## src/rtl/clk_period_meter.sv

```systemverilog
// Measures the period and high time of an asynchronous input in inputclock cycles,
// and flags a timeout when the input stops producing rising edges.
module clk_period_meter #(
  parameter int WIDTH   = 32,
  parameter int TIMEOUT = 1000000
) (
  input  logic             inputclock,
  input  logic             rst,
  input  logic             sig_in,
  output logic [WIDTH-1:0] period,
  output logic [WIDTH-1:0] high_time,
  output logic             valid,
  output logic             locked,
  output logic             timeout
);

  localparam logic [WIDTH-1:0] TMO = WIDTH'(TIMEOUT);

  typedef enum logic [1:0] {IDLE, ARMED, MEASURE} state_t;

  state_t           state, stateNext;
  logic             s1, s2, s3;
  logic             rise, fall;
  logic [WIDTH-1:0] cnt;
  logic [WIDTH-1:0] highLat, highLatNext;
  logic [WIDTH-1:0] periodNext, highTimeNext;
  logic             validNext, lockedNext, timeoutNext;

  assign rise = s2 & ~s3;
  assign fall = ~s2 & s3;

  // Two-flop synchroniser plus one history flop for edge detection
  always_ff @(posedge inputclock) begin
    if (rst) begin
      s1 <= 1'b0;
      s2 <= 1'b0;
      s3 <= 1'b0;
    end else begin
      s1 <= sig_in;
      s2 <= s1;
      s3 <= s2;
    end
  end

  // Counter restarts at 1 on a rise so a steady P-cycle input reads exactly P
  always_ff @(posedge inputclock) begin
    if (rst) begin
      cnt <= '0;
    end else if (rise) begin
      cnt <= WIDTH'(1);
    end else if (cnt != TMO) begin
      cnt <= cnt + WIDTH'(1);
    end
  end

  always_ff @(posedge inputclock) begin
    if (rst) begin
      state     <= IDLE;
      period    <= '0;
      high_time <= '0;
      valid     <= 1'b0;
      locked    <= 1'b0;
      timeout   <= 1'b0;
      highLat   <= '0;
    end else begin
      state     <= stateNext;
      period    <= periodNext;
      high_time <= highTimeNext;
      valid     <= validNext;
      locked    <= lockedNext;
      timeout   <= timeoutNext;
      highLat   <= highLatNext;
    end
  end

  // A rise on the same cycle the counter saturates is a capture, not a timeout
  always_comb begin
    stateNext    = state;
    periodNext   = period;
    highTimeNext = high_time;
    validNext    = 1'b0;
    lockedNext   = locked;
    timeoutNext  = timeout;
    highLatNext  = highLat;
    case (state)
      IDLE: begin
        if (rise) begin
          stateNext   = ARMED;
          timeoutNext = 1'b0;
        end
      end
      ARMED, MEASURE: begin
        if (fall) begin
          highLatNext = cnt;
        end
        if (rise) begin
          periodNext   = cnt;
          highTimeNext = highLat;
          validNext    = 1'b1;
          lockedNext   = 1'b1;
          stateNext    = MEASURE;
        end else if (cnt == TMO) begin
          timeoutNext  = 1'b1;
          lockedNext   = 1'b0;
          periodNext   = '0;
          highTimeNext = '0;
          stateNext    = IDLE;
        end
      end
      default: stateNext = IDLE;
    endcase
  end

endmodule

```

## config.mk

```make
export PLATFORM = sky130hd
export DESIGN_NAME = clk_period_meter
export DESIGN_NICKNAME = d
export VERILOG_FILES = /design/src/rtl/clk_period_meter.sv
export SDC_FILE = /design/constraint.sdc
export NUM_CORES = 1
export LEC_CHECK = 0
export ABC_AREA = 1
export CAP_MARGIN = 25
export CORE_ASPECT_RATIO = 1.75
export CORE_MARGIN = 3
export CORE_UTILIZATION = 60
export CTS_CLUSTER_SIZE = 24
export DETAILED_ROUTE_END_ITERATION = 16
export MAX_ROUTING_LAYER = met4
export PLACE_DENSITY = 0.91
export SETUP_SLACK_MARGIN = 0.1
export SLEW_MARGIN = 30
export SYNTH_ARGS = -nofsm -noshare
export SYNTH_HDL_FRONTEND = slang
export SYNTH_SLANG_ARGS = --single-unit
```

## constraint.sdc

```tcl
create_clock -name inputclock -period 3.5 [get_ports inputclock]
set_clock_uncertainty 0.2 [all_clocks]
set_input_delay 1.05 -clock inputclock [delete_from_list [all_inputs] [get_ports inputclock]]
set_output_delay 1.05 -clock inputclock [all_outputs]
set_load 0.005 [all_outputs]
```

==> implementation parameters, run 1 <==
Parameter                              Value

Setup path
  Cell family contributing the most delay on the critical path    buffers and inverters
  Worst path max stage delay    0.55 ns
  R2r endpoint    highLat[1]
  Worst setup endpoint    high_time[2]
  Worst EP required    2.25 ns
  Kind of end point of the critical path    output port
  Critical Path Slowest Stage Cell    clkdlybuf4s50_1
  Worst flop-to-flop path startpoint    state[1]
  Worst Path Buf+Inv    1
  Critical Path Source Type    flip-flop
  Cell depth of the worst setup path    1
  Largest driver fanout on the critical path    2
  Sequence of cells on the critical path    clkdlybuf4s50_1
  Setup CP Type    reg2out
  Worst R2R Path Depth    6
  Internal reg-to-reg setup slack    1.13 ns
  Launch point of the worst path    high_time[2]
  Critical path data arrival time    1.30 ns

Synth
  Combinational family with the most area after synthesis    simple AND/OR/NAND/NOR gates
  Post-Synth Adder-Cell Area    less than 1%
  Synthesized netlist cell count    698
  Top cell type's share of synthesized area    47.2%
  Synthesis Warnings    0
  Post-Synth XOR/XNOR Area    0.152%
  Synth Register Bits    136
  Compound-cell area share of the yosys netlist    21.2%
  Cell type with the largest total area after synthesis    dfxtp_1
  Fraction of synthesized area in multiplexers    0%
  Average cell area after synthesis    8.27 um^2
  Syn Std Cell Area    0.00577 mm^2
  Portion of the post-synthesis area used by sequential elements    47.2%
  Syn_nets    705
  Synth area leaders    dfxtp_1 (47%), nand2_1 (12%), o22ai_2 (6.9%)
  Post-synthesis share of cell area spent on and, or, nand and nor gates    22.7%
  Count of distinct cell types in the synthesized netlist    29

Floorplanning
  Placement row count    46
  DIE AREA    about 0.011 mm^2
  Top-Level Pins    70
  Vertical extent of the die    around 140 um
  Die Wd    ~80 um
  Starting density of the core    62.7%
  Core Area    0.00921 mm^2

Drt
  Average wire per standard cell    16.3 um
  Initial DRT Pass Iterations    5
  Residual DRC    0
  Routed vias/inst    5.64
  Total routed wirelength    14,500 um
  Number of DRC violations after detailed-routing iteration 0    353
  Number of nets with antenna violations after detailed routing    0
  Vias post-DR    a little over 5,000

Pwr
  Static leakage    2.44 nW
  Worst VDD drop    0.557 mV
  Areal power density over the cells    slightly below 500 mW/mm^2

Run status
  Result of the run    completed

Placement
  Total instance count after detailed placement    861
  Placed inst area    approximately 0.0064 mm^2
  Port Buf Inserts    just under 70
  Half-perimeter wire length after placement    9700 um
  Worst-case setup slack after placement    0.632 ns
  Global placement routability congestion    0.963

STA
  Share of the cycle needed by the critical path after routing    approximately 73%
  Finish-stage setup viols    0
  Top achievable clock speed    392 MHz
  Transition time at the pin with the least slew margin    0.959 ns
  Final worst path period need    2.55 ns
  Endpoints failing hold    0
  Setup repair after global routing missed its margin    false
  Slew HR    36.1%
  Final critical-path setup slack    about 0.95 ns
  Total Neg Setup Slack    0 ns
  Min Hold Slack    between 0.2 and 0.25 ns
  Slew Viols, Final    0

Final layout
  Total of fill cells in the finished design    roughly 660
  Final net count    767
  Area added between synthesis and finish    21.5%
  # diodes    0
  Number of standard cells in the layout, taps in and fillers out    893
  Layout cells sized above 1    between 10% and 20%
  Commonest cells after routing, fill and taps aside    nand2_1 (191), dfxtp_1 (136), clkdlybuf4s50_1 (69)
  Finished layout cell area    0.00701 mm^2
  Commonest non-fill, non-tap cell in the layout    nand2_1

Worst hold path
  Number of cells traversed by the worst hold path    2
  Hold WC Path Type    reg2reg

Clock tree
  Cts bufs inserted    17
  Root buf cell    clkbuf_16
  Number of gates resized after cts    0
  Clock sink count    136
  Count of H-tree levels built during CTS    4
  Number of buffers added for setup after CTS    0
  Clock tree from TritonCTS    built
  Total of hold buffers inserted after clock tree synthesis    0
  Deepest clock path buffer count    2
  Later-pin clock latency in the skew report    0.42 ns
  Clk pin slew, worst setup/hold paths    0.06 ns

Global routing
  Leftover overflow at the end of global routing    0
  Antenna violations before repair    0
  Number of global-route vias before repair    ~5,000
  Largest net degree at the start of global routing    65
  GR Util All Layers    28.6%
  Global-route wire length before repair    23,500 um

Run
  Number of max-capacitance violations reported    0
[cell families after synthesis]
logic type	after synthesis
AO/OA/AOI/OAI	176
XOR/XNOR	1
adder cells (fa/ha/maj)	4
buffers and inverters	89
flip-flops	136
AND/OR/NAND/NOR	292
[power by group]
| part | switching (W) | total [W] | internal (W) |
|---|---|---|---|
| clock | 0.000656 | 0.00174 | 0.00108 |
| combinational | 0.000109 | 0.000158 | 0.0000489 |
| sequential | 0.0000148 | 0.00159 | 0.00157 |
[worst min-delay path, stage by stage (launching register included)]
cell and delay (ns):
dfxtp_1 0.30, inv_1 0.05, nor2_1 0.04
[synth_stat cells]
cell	instances
ha_1	4
buf_2	8
or2_1	1
nand2_1	191
nand2_8	1
nor3_4	1
o21ai_0	38
nor2_2	6
or2_2	1
nand3_1	23
nor2_4	7
o21ai_1	13
buf_12	6
dfxtp_1	136
nand4_1	6
a21oi_1	65
nor2_1	36
nand4_2	1
buf_4	3
nor3_2	4
o21ai_2	28
xor2_1	1
nor3_1	8
clkbuf_1	14
o22ai_2	32
inv_2	29
nand3_4	1
inv_1	29
nand2_2	5
[state kept, by name, summed over array words and instances (netlist names)]
signal / count
high_time: 32
period: 32
valid: 1
s1: 1
cnt: 32
s3: 1
state: 2
timeout: 1
s2: 1
locked: 1
highLat: 32
[routing by layer]
metal  vias to the layer above  track usage [%]  part of all wire [%]
met4                         0             14.3                   3.8
met2                       188             50.5                    54
met5                         -                -                     0
li1                       2439                -                     -
met1                      2368             29.3                    37
met3                        44             5.79                   4.8
[per-stage QoR]
step / total power, W / utilization [%]
floorplan: 0.00175 / -
global placement: 0.00176 / 69.8
detailed placement: 0.00177 / 69.8
CTS: 0.00349 / 76.1
global route: 0.00357 / 76.1
finish: 0.00348 / 76.1
[how the worst min path moves through the flow]
stage	slack, ns	end	startpoint
final	0.22	s2	s1
after global placement	0.20	s2	s1
after CTS	0.23	s2	s1
after detailed placement	0.22	s2	s1
after floorplan	0.19	s2	s1
after global routing	0.25	s2	s1
[final cells by class]
class	instances	area (um^2)	area share, %
clock inverters	12	126	1.80
inverters	58	218	3.11
clock buffers	20	457	6.51
flip-flops and latches	136	2720	38.8
multi-input cells	473	2600	37.0
repair buffers	74	741	10.6
well taps	120	150	2.14
Note: power is estimated with default switching activity, not from simulation.
==> run 2: changes to the inputs <==
--- a/config.mk
+++ b/config.mk
@@ -9,11 +9,11 @@
 export CAP_MARGIN = 25
 export CORE_ASPECT_RATIO = 1.75
 export CORE_MARGIN = 3
-export CORE_UTILIZATION = 60
+export CORE_UTILIZATION = 55
 export CTS_CLUSTER_SIZE = 24
 export DETAILED_ROUTE_END_ITERATION = 16
 export MAX_ROUTING_LAYER = met4
-export PLACE_DENSITY = 0.91
+export PLACE_DENSITY = 0.85
 export SETUP_SLACK_MARGIN = 0.1
 export SLEW_MARGIN = 30
 export SYNTH_ARGS = -nofsm -noshare
==> constraint.sdc (replaced) <==
create_clock -name inputclock -period 2.55 [get_ports inputclock]
set_clock_uncertainty 0.2 [all_clocks]
set_input_delay 0.765 -clock inputclock [delete_from_list [all_inputs] [get_ports inputclock]]
set_output_delay 0.765 -clock inputclock [all_outputs]
set_load 0.005 [all_outputs]
==> implementation parameters, run 2 (synthesized netlist as in run 1, its figures left out) <==
Parameter                              Value

Run status
  Result of the run    completed

Pwr
  Share of power burned in combinational logic    5.0% (+0.5 points)
  Areal power density over the cells    665 mW/mm^2 (+34%)
  NetSw    0.00112 W (+44%)
  Clock share of power    49.0% (-0.9 points)
  Fraction of power consumed by sequential logic    46.0% (+0.4 points)
  Static leakage    2.48 nW (+1.6%)
  Internal power component    0.00361 W (+34%)
  Switching share of total power    23.7% (+1.3 points)
  Worst VDD drop    0.617 mV (+11%)

Floorplanning
  Starting density of the core    57.5% (-5.1 points)
  Top-Level Pins    70 (unchanged)
  Vertical extent of the die    142 um (+4.3%)
  Core Area    0.0100 mm^2 (+8.9%)
  Die Wd    83.4 um (+4.1%)
  Placement row count    48 (+4.3%)
  DIE AREA    0.0118 mm^2 (+8.5%)

Setup path
  Worst setup endpoint    high_time[1]
  Cell family contributing the most delay on the critical path    buffers and inverters
  Worst R2R Path Depth    8 (+2)
  Worst Path Buf+Inv    1 (unchanged)
  Sequence of cells on the critical path    clkdlybuf4s50_1
  Worst path max stage delay    0.52 ns (-0.03 ns)
  Cell depth of the worst setup path    1 (unchanged)
  Internal reg-to-reg setup slack    0.35 ns (-0.78 ns)
  Launch point of the worst path    high_time[1]
  Largest driver fanout on the critical path    2 (unchanged)
  Critical path data arrival time    1.32 ns (+0.02 ns)
  Setup CP Type    reg2out
  Worst EP required    1.59 ns (-0.66 ns)
  Kind of end point of the critical path    output port
  R2r endpoint    cnt[26]
  Critical Path Source Type    flip-flop
  Worst flop-to-flop path startpoint    cnt[0]
  Critical Path Slowest Stage Cell    clkdlybuf4s50_1

STA
  Min Hold Slack    0.217 ns (-0.00546 ns)
  Total Neg Setup Slack    0 ns (unchanged)
  Setup repair after global routing missed its margin    false
  Endpoints failing hold    0 (unchanged)
  Share of the cycle needed by the critical path after routing    89.7%
  Finish-stage setup viols    0 (unchanged)
  Slew Viols, Final    0 (unchanged)
  Slew HR    69.0% (+33 points)
  Transition time at the pin with the least slew margin    0.464 ns (-0.494 ns)
  Final worst path period need    2.29 ns
  Top achievable clock speed    437 MHz

Clock tree
  Cts bufs inserted    17 (unchanged)
  Count of H-tree levels built during CTS    4 (unchanged)
  Deepest clock path buffer count    2 (unchanged)
  Number of gates resized after cts    0 (unchanged)
  Number of buffers added for setup after CTS    0 (unchanged)
  Clock tree from TritonCTS    built
  Clock sink count    136 (unchanged)
  Total of hold buffers inserted after clock tree synthesis    0 (unchanged)
  Root buf cell    clkbuf_16
  Later-pin clock latency in the skew report    0.41 ns (about the same)
  Clk pin slew, worst setup/hold paths    0.06 ns (about the same)

Final layout
  Commonest non-fill, non-tap cell in the layout    nand2_1
  Area added between synthesis and finish    23.1%
  Layout cells sized above 1    20.6% (+0.95 points)
  Utilization after layout    70.9% (-5.3 points)
  Total of fill cells in the finished design    807 (+22%)
  Final net count    775 (+1.0%)
  Commonest cells after routing, fill and taps aside    nand2_1 (191), dfxtp_1 (136), clkdlybuf4s50_1 (69)
  Number of standard cells in the layout, taps in and fillers out    906 (+1.5%)
  # diodes    0 (unchanged)

Global routing
  Leftover overflow at the end of global routing    0 (unchanged)
  Largest net degree at the start of global routing    51 (-22%)
  Global-route wire length before repair    24,000 um (+2.4%)
  Number of global-route vias before repair    4,879 (-3.2%)
  Antenna violations before repair    0 (unchanged)
  GR Util All Layers    26.0% (-2.5 points)

Drt
  Total routed wirelength    14,900 um (+2.4%)
  Number of DRC violations after detailed-routing iteration 0    345 (-2.3%)
  Vias post-DR    5,026 (-0.26%)
  Routed vias/inst    5.55 (-1.7%)
  Average wire per standard cell    16.4 um (+0.92%)
  Residual DRC    0 (unchanged)
  Number of nets with antenna violations after detailed routing    0 (unchanged)
  Initial DRT Pass Iterations    5 (unchanged)

Worst hold path
  Hold WC Path Type    reg2reg

Placement
  Half-perimeter wire length after placement    10,300 um (+6.3%)
  Global placement routability congestion    0.947 (-1.7%)
  Port Buf Inserts    69 (unchanged)
  Total instance count after detailed placement    874 (+1.5%)

Run
  Number of max-capacitance violations reported    0 (unchanged)
## run 2: worst min path at each step
stage	slack [ns]	cells past startpoint	start	endpoint
CTS	0.22	2	s1	s2
detailed placement	0.21	2	s1	s2
global placement	0.19	2	s1	s2
finish	0.22	2	s1	s2
floorplan	0.19	2	s1	s2
global route	0.24	2	s1	s2
## run 2: cell type report
cell class              instances  area [um^2]  share of cell area, %
inverters                      58          218                   3.06
repair buffers                 82          851                   12.0
clock inverters                14          124                   1.74
well taps                     125          156                   2.20
clock buffers                  18          439                   6.18
multi-input cells             473         2600                   36.5
flip-flops and latches        136         2720                   38.3
## run 2: per-stage QoR
| step | total power (W) | worst slack (ns) | cell area, um^2 |
|---|---|---|---|
| global route | 0.00488 | 0.239 | 7110 |
| CTS | 0.00475 | 0.253 | 7110 |
| floorplan | 0.00240 | 0.704 | 5770 |
| global placement | 0.00244 | 0.228 | 6540 |
| detailed placement | 0.00245 | 0.208 | 6540 |
| finish | 0.00473 | 0.263 | 7110 |
## run 2: power groups by stage
stage | clock [W] | combinational, W | sequential, W
2_1_floorplan | 0 | 0.000180 | 0.00222
3_3_place_gp | 0 | 0.000221 | 0.00222
3_5_place_dp | 0 | 0.000230 | 0.00222
4_1_cts | 0.00234 | 0.000233 | 0.00218
5_1_grt | 0.00245 | 0.000255 | 0.00218
6_report | 0.00232 | 0.000235 | 0.00218
## run 2: layer usage
| metal | part of all wire (%) | wire length, um | global-route usage [%] |
|---|---|---|---|
| met5 | 0 | 0 | - |
| met4 | 3.2 | 473 | 11.6 |
| met3 | 4.0 | 591 | 4.53 |
| met2 | 54 | 8080 | 47.1 |
| met1 | 39 | 5730 | 27.6 |
==> run 3: changes to the inputs <==
--- a/config.mk
+++ b/config.mk
@@ -14,8 +14,8 @@
 export DETAILED_ROUTE_END_ITERATION = 16
 export MAX_ROUTING_LAYER = met4
 export PLACE_DENSITY = 0.85
+export REMOVE_ABC_BUFFERS = 1
 export SETUP_SLACK_MARGIN = 0.1
-export SLEW_MARGIN = 30
 export SYNTH_ARGS = -nofsm -noshare
 export SYNTH_HDL_FRONTEND = slang
 export SYNTH_SLANG_ARGS = --single-unit
==> constraint.sdc (replaced) <==
create_clock -name inputclock -period 2.55 [get_ports inputclock]
set_clock_uncertainty 0.2 [all_clocks]
set_input_delay 0.255 -clock inputclock [delete_from_list [all_inputs] [get_ports inputclock]]
set_output_delay 0.255 -clock inputclock [all_outputs]
set_load 0.005 [all_outputs]
==> implementation parameters, run 3 (synthesized netlist as in run 1, its figures left out) <==
Parameter                              Value

Run status
  Result of the run    completed

Drt
  Number of DRC violations after detailed-routing iteration 0    295 (-14%)
  Initial DRT Pass Iterations    5 (unchanged)
  Vias post-DR    5,108 (+1.6%)
  Number of nets with antenna violations after detailed routing    0 (unchanged)
  Average wire per standard cell    16.4 um (-0.16%)
  Total routed wirelength    14,900 um (about the same)
  Residual DRC    0 (unchanged)
  Routed vias/inst    5.63 (+1.5%)

Worst hold path
  Hold WC Path Type    in2reg
  Hold Startpoint    sig_in

Placement
  Worst-case setup slack after placement    0.427 ns (+0.219 ns)
  Port Buf Inserts    69 (unchanged)
  Half-perimeter wire length after placement    10,100 um (-2.3%)
  Global placement routability congestion    0.914 (-3.4%)

Setup path
  Worst Path Buf+Inv    3 (+2)
  Critical path data arrival time    2.24 ns (+0.92 ns)
  Setup CP Type    reg2reg
  Cell family contributing the most delay on the critical path    simple AND/OR/NAND/NOR gates
  Kind of end point of the critical path    flip-flop
  Worst flop-to-flop path startpoint    cnt[0]
  Sequence of cells on the critical path    inv_2, ha_1, inv_1, nor2_1, nand2_2, nor2_4, nand3_4, nand2_8, buf_4, o22ai_2
  Worst EP required    2.64 ns (+1.05 ns)
  Worst path max stage delay    0.36 ns (-0.16 ns)
  Largest driver fanout on the critical path    36 (+34)
  Critical Path Source Type    flip-flop
  Critical Path Slowest Stage Cell    dfxtp_1
  Launch point of the worst path    cnt[0]

STA
  Top achievable clock speed    465 MHz (+6.3%)
  Endpoints failing hold    0 (unchanged)
  Transition time at the pin with the least slew margin    0.491 ns (+0.0270 ns)
  Setup repair after global routing missed its margin    false
  Slew Viols, Final    0 (unchanged)
  Total Neg Setup Slack    0 ns (unchanged)
  Final critical-path setup slack    0.400 ns (+0.136 ns)
  Slew HR    67.2% (-1.8 points)
  Finish-stage setup viols    0 (unchanged)
  Final worst path period need    2.15 ns (-0.136 ns)
  Share of the cycle needed by the critical path after routing    84.3% (-5.4 points)

Floorplanning
  Top-Level Pins    70 (unchanged)
  Starting density of the core    57.5% (unchanged)
  Vertical extent of the die    142 um (unchanged)
  Placement row count    48 (unchanged)
  DIE AREA    0.0118 mm^2 (unchanged)
  Core Area    0.0100 mm^2 (unchanged)
  Die Wd    83.4 um (unchanged)

Clock tree
  Clock tree from TritonCTS    built
  Total of hold buffers inserted after clock tree synthesis    0 (unchanged)
  Later-pin clock latency in the skew report    0.41 ns (about the same)
  Clock sink count    136 (unchanged)
  Number of buffers added for setup after CTS    0 (unchanged)
  Count of H-tree levels built during CTS    4 (unchanged)
  Deepest clock path buffer count    2 (unchanged)
  Number of gates resized after cts    0 (unchanged)
  Clk pin slew, worst setup/hold paths    0.06 ns (about the same)
  Cts bufs inserted    17 (unchanged)
  Root buf cell    clkbuf_16

Final layout
  Total of fill cells in the finished design    742 (-8.1%)
  Layout cells sized above 1    20.5% (-0.15 points)
  Area added between synthesis and finish    23.4%
  Final net count    776 (+0.13%)
  # diodes    0 (unchanged)
  Commonest cells after routing, fill and taps aside    nand2_1 (191), dfxtp_1 (136), clkdlybuf4s50_1 (69)
  Commonest non-fill, non-tap cell in the layout    nand2_1

Global routing
  GR Util All Layers    26.9% (+0.82 points)
  Leftover overflow at the end of global routing    0 (unchanged)
  Antenna violations before repair    0 (unchanged)
  Number of global-route vias before repair    5,355 (+9.8%)
  Largest net degree at the start of global routing    65 (+27%)
  Global-route wire length before repair    25,100 um (+4.5%)

Pwr
  Static leakage    2.49 nW (+0.32%)
  Worst VDD drop    0.500 mV (-19%)
  Areal power density over the cells    690 mW/mm^2 (+3.7%)

Run
  Number of max-capacitance violations reported    0 (unchanged)
==> run 3: cell count changes in the layout (fill, tap and decap cells not counted), sizes merged <==
cell	before	now
inv	62	58
clkbuf	18	21
bufinv	1	3
buf	13	14
clkinv	5	4
==> run 3: report_power, final <==
part           internal (W)  switching (W)
clock               0.00159       0.000916
combinational     0.0000749       0.000158
sequential          0.00216      0.0000198
total               0.00382        0.00109
==> run 3: worst min-delay path, delay by kind of cell <==
kind	cells	cell delay, ns
simple gates	1	0.03
buf+inv	2	0.46
==> run 3: through the flow <==
step	total power (W)	hold slack, ns	instances	area, um^2	utilization [%]
finish	0.00491	0.180	907	7120	71.0
global placement	0.00243	0.195	875	6510	64.9
detailed placement	0.00245	0.210	875	6510	64.9
global route	0.00504	0.193	907	7120	71.0
CTS	0.00492	0.168	907	7120	71.0
floorplan	0.00237	0.124	667	5540	-
==> run 3: final timing paths <==
| check | cells after the start | slack, ns | to |
|---|---|---|---|
| max | 10 | 0.40 | period[26] |
| min | 3 | 0.18 | s1 |
| max reg2reg | 10 | 0.40 | period[26] |
| min reg2reg | 2 | 0.21 | s2 |
==> run 3: routing by layer <==
| metal | up-vias | share of wire (%) | track usage [%] | wire, um |
|---|---|---|---|---|
| li1 | 2445 | - | - | - |
| met1 | 2456 | 37 | 27.7 | 5500 |
| met2 | 157 | 56 | 48.7 | 8250 |
| met3 | 50 | 4.2 | 5.58 | 621 |
| met4 | 0 | 3.3 | 12.2 | 488 |
| met5 | - | 0 | - | 0 |
==> run 3: cell type report <==
type	instances	area, um^2	area share, %
clock buffers	21	460	6.47
flip-flops and latches	136	2720	38.2
repair buffers	83	821	11.5
multi-input cells	473	2600	36.5
inverters	58	218	3.06
well taps	125	156	2.20
clock inverters	11	148	2.07
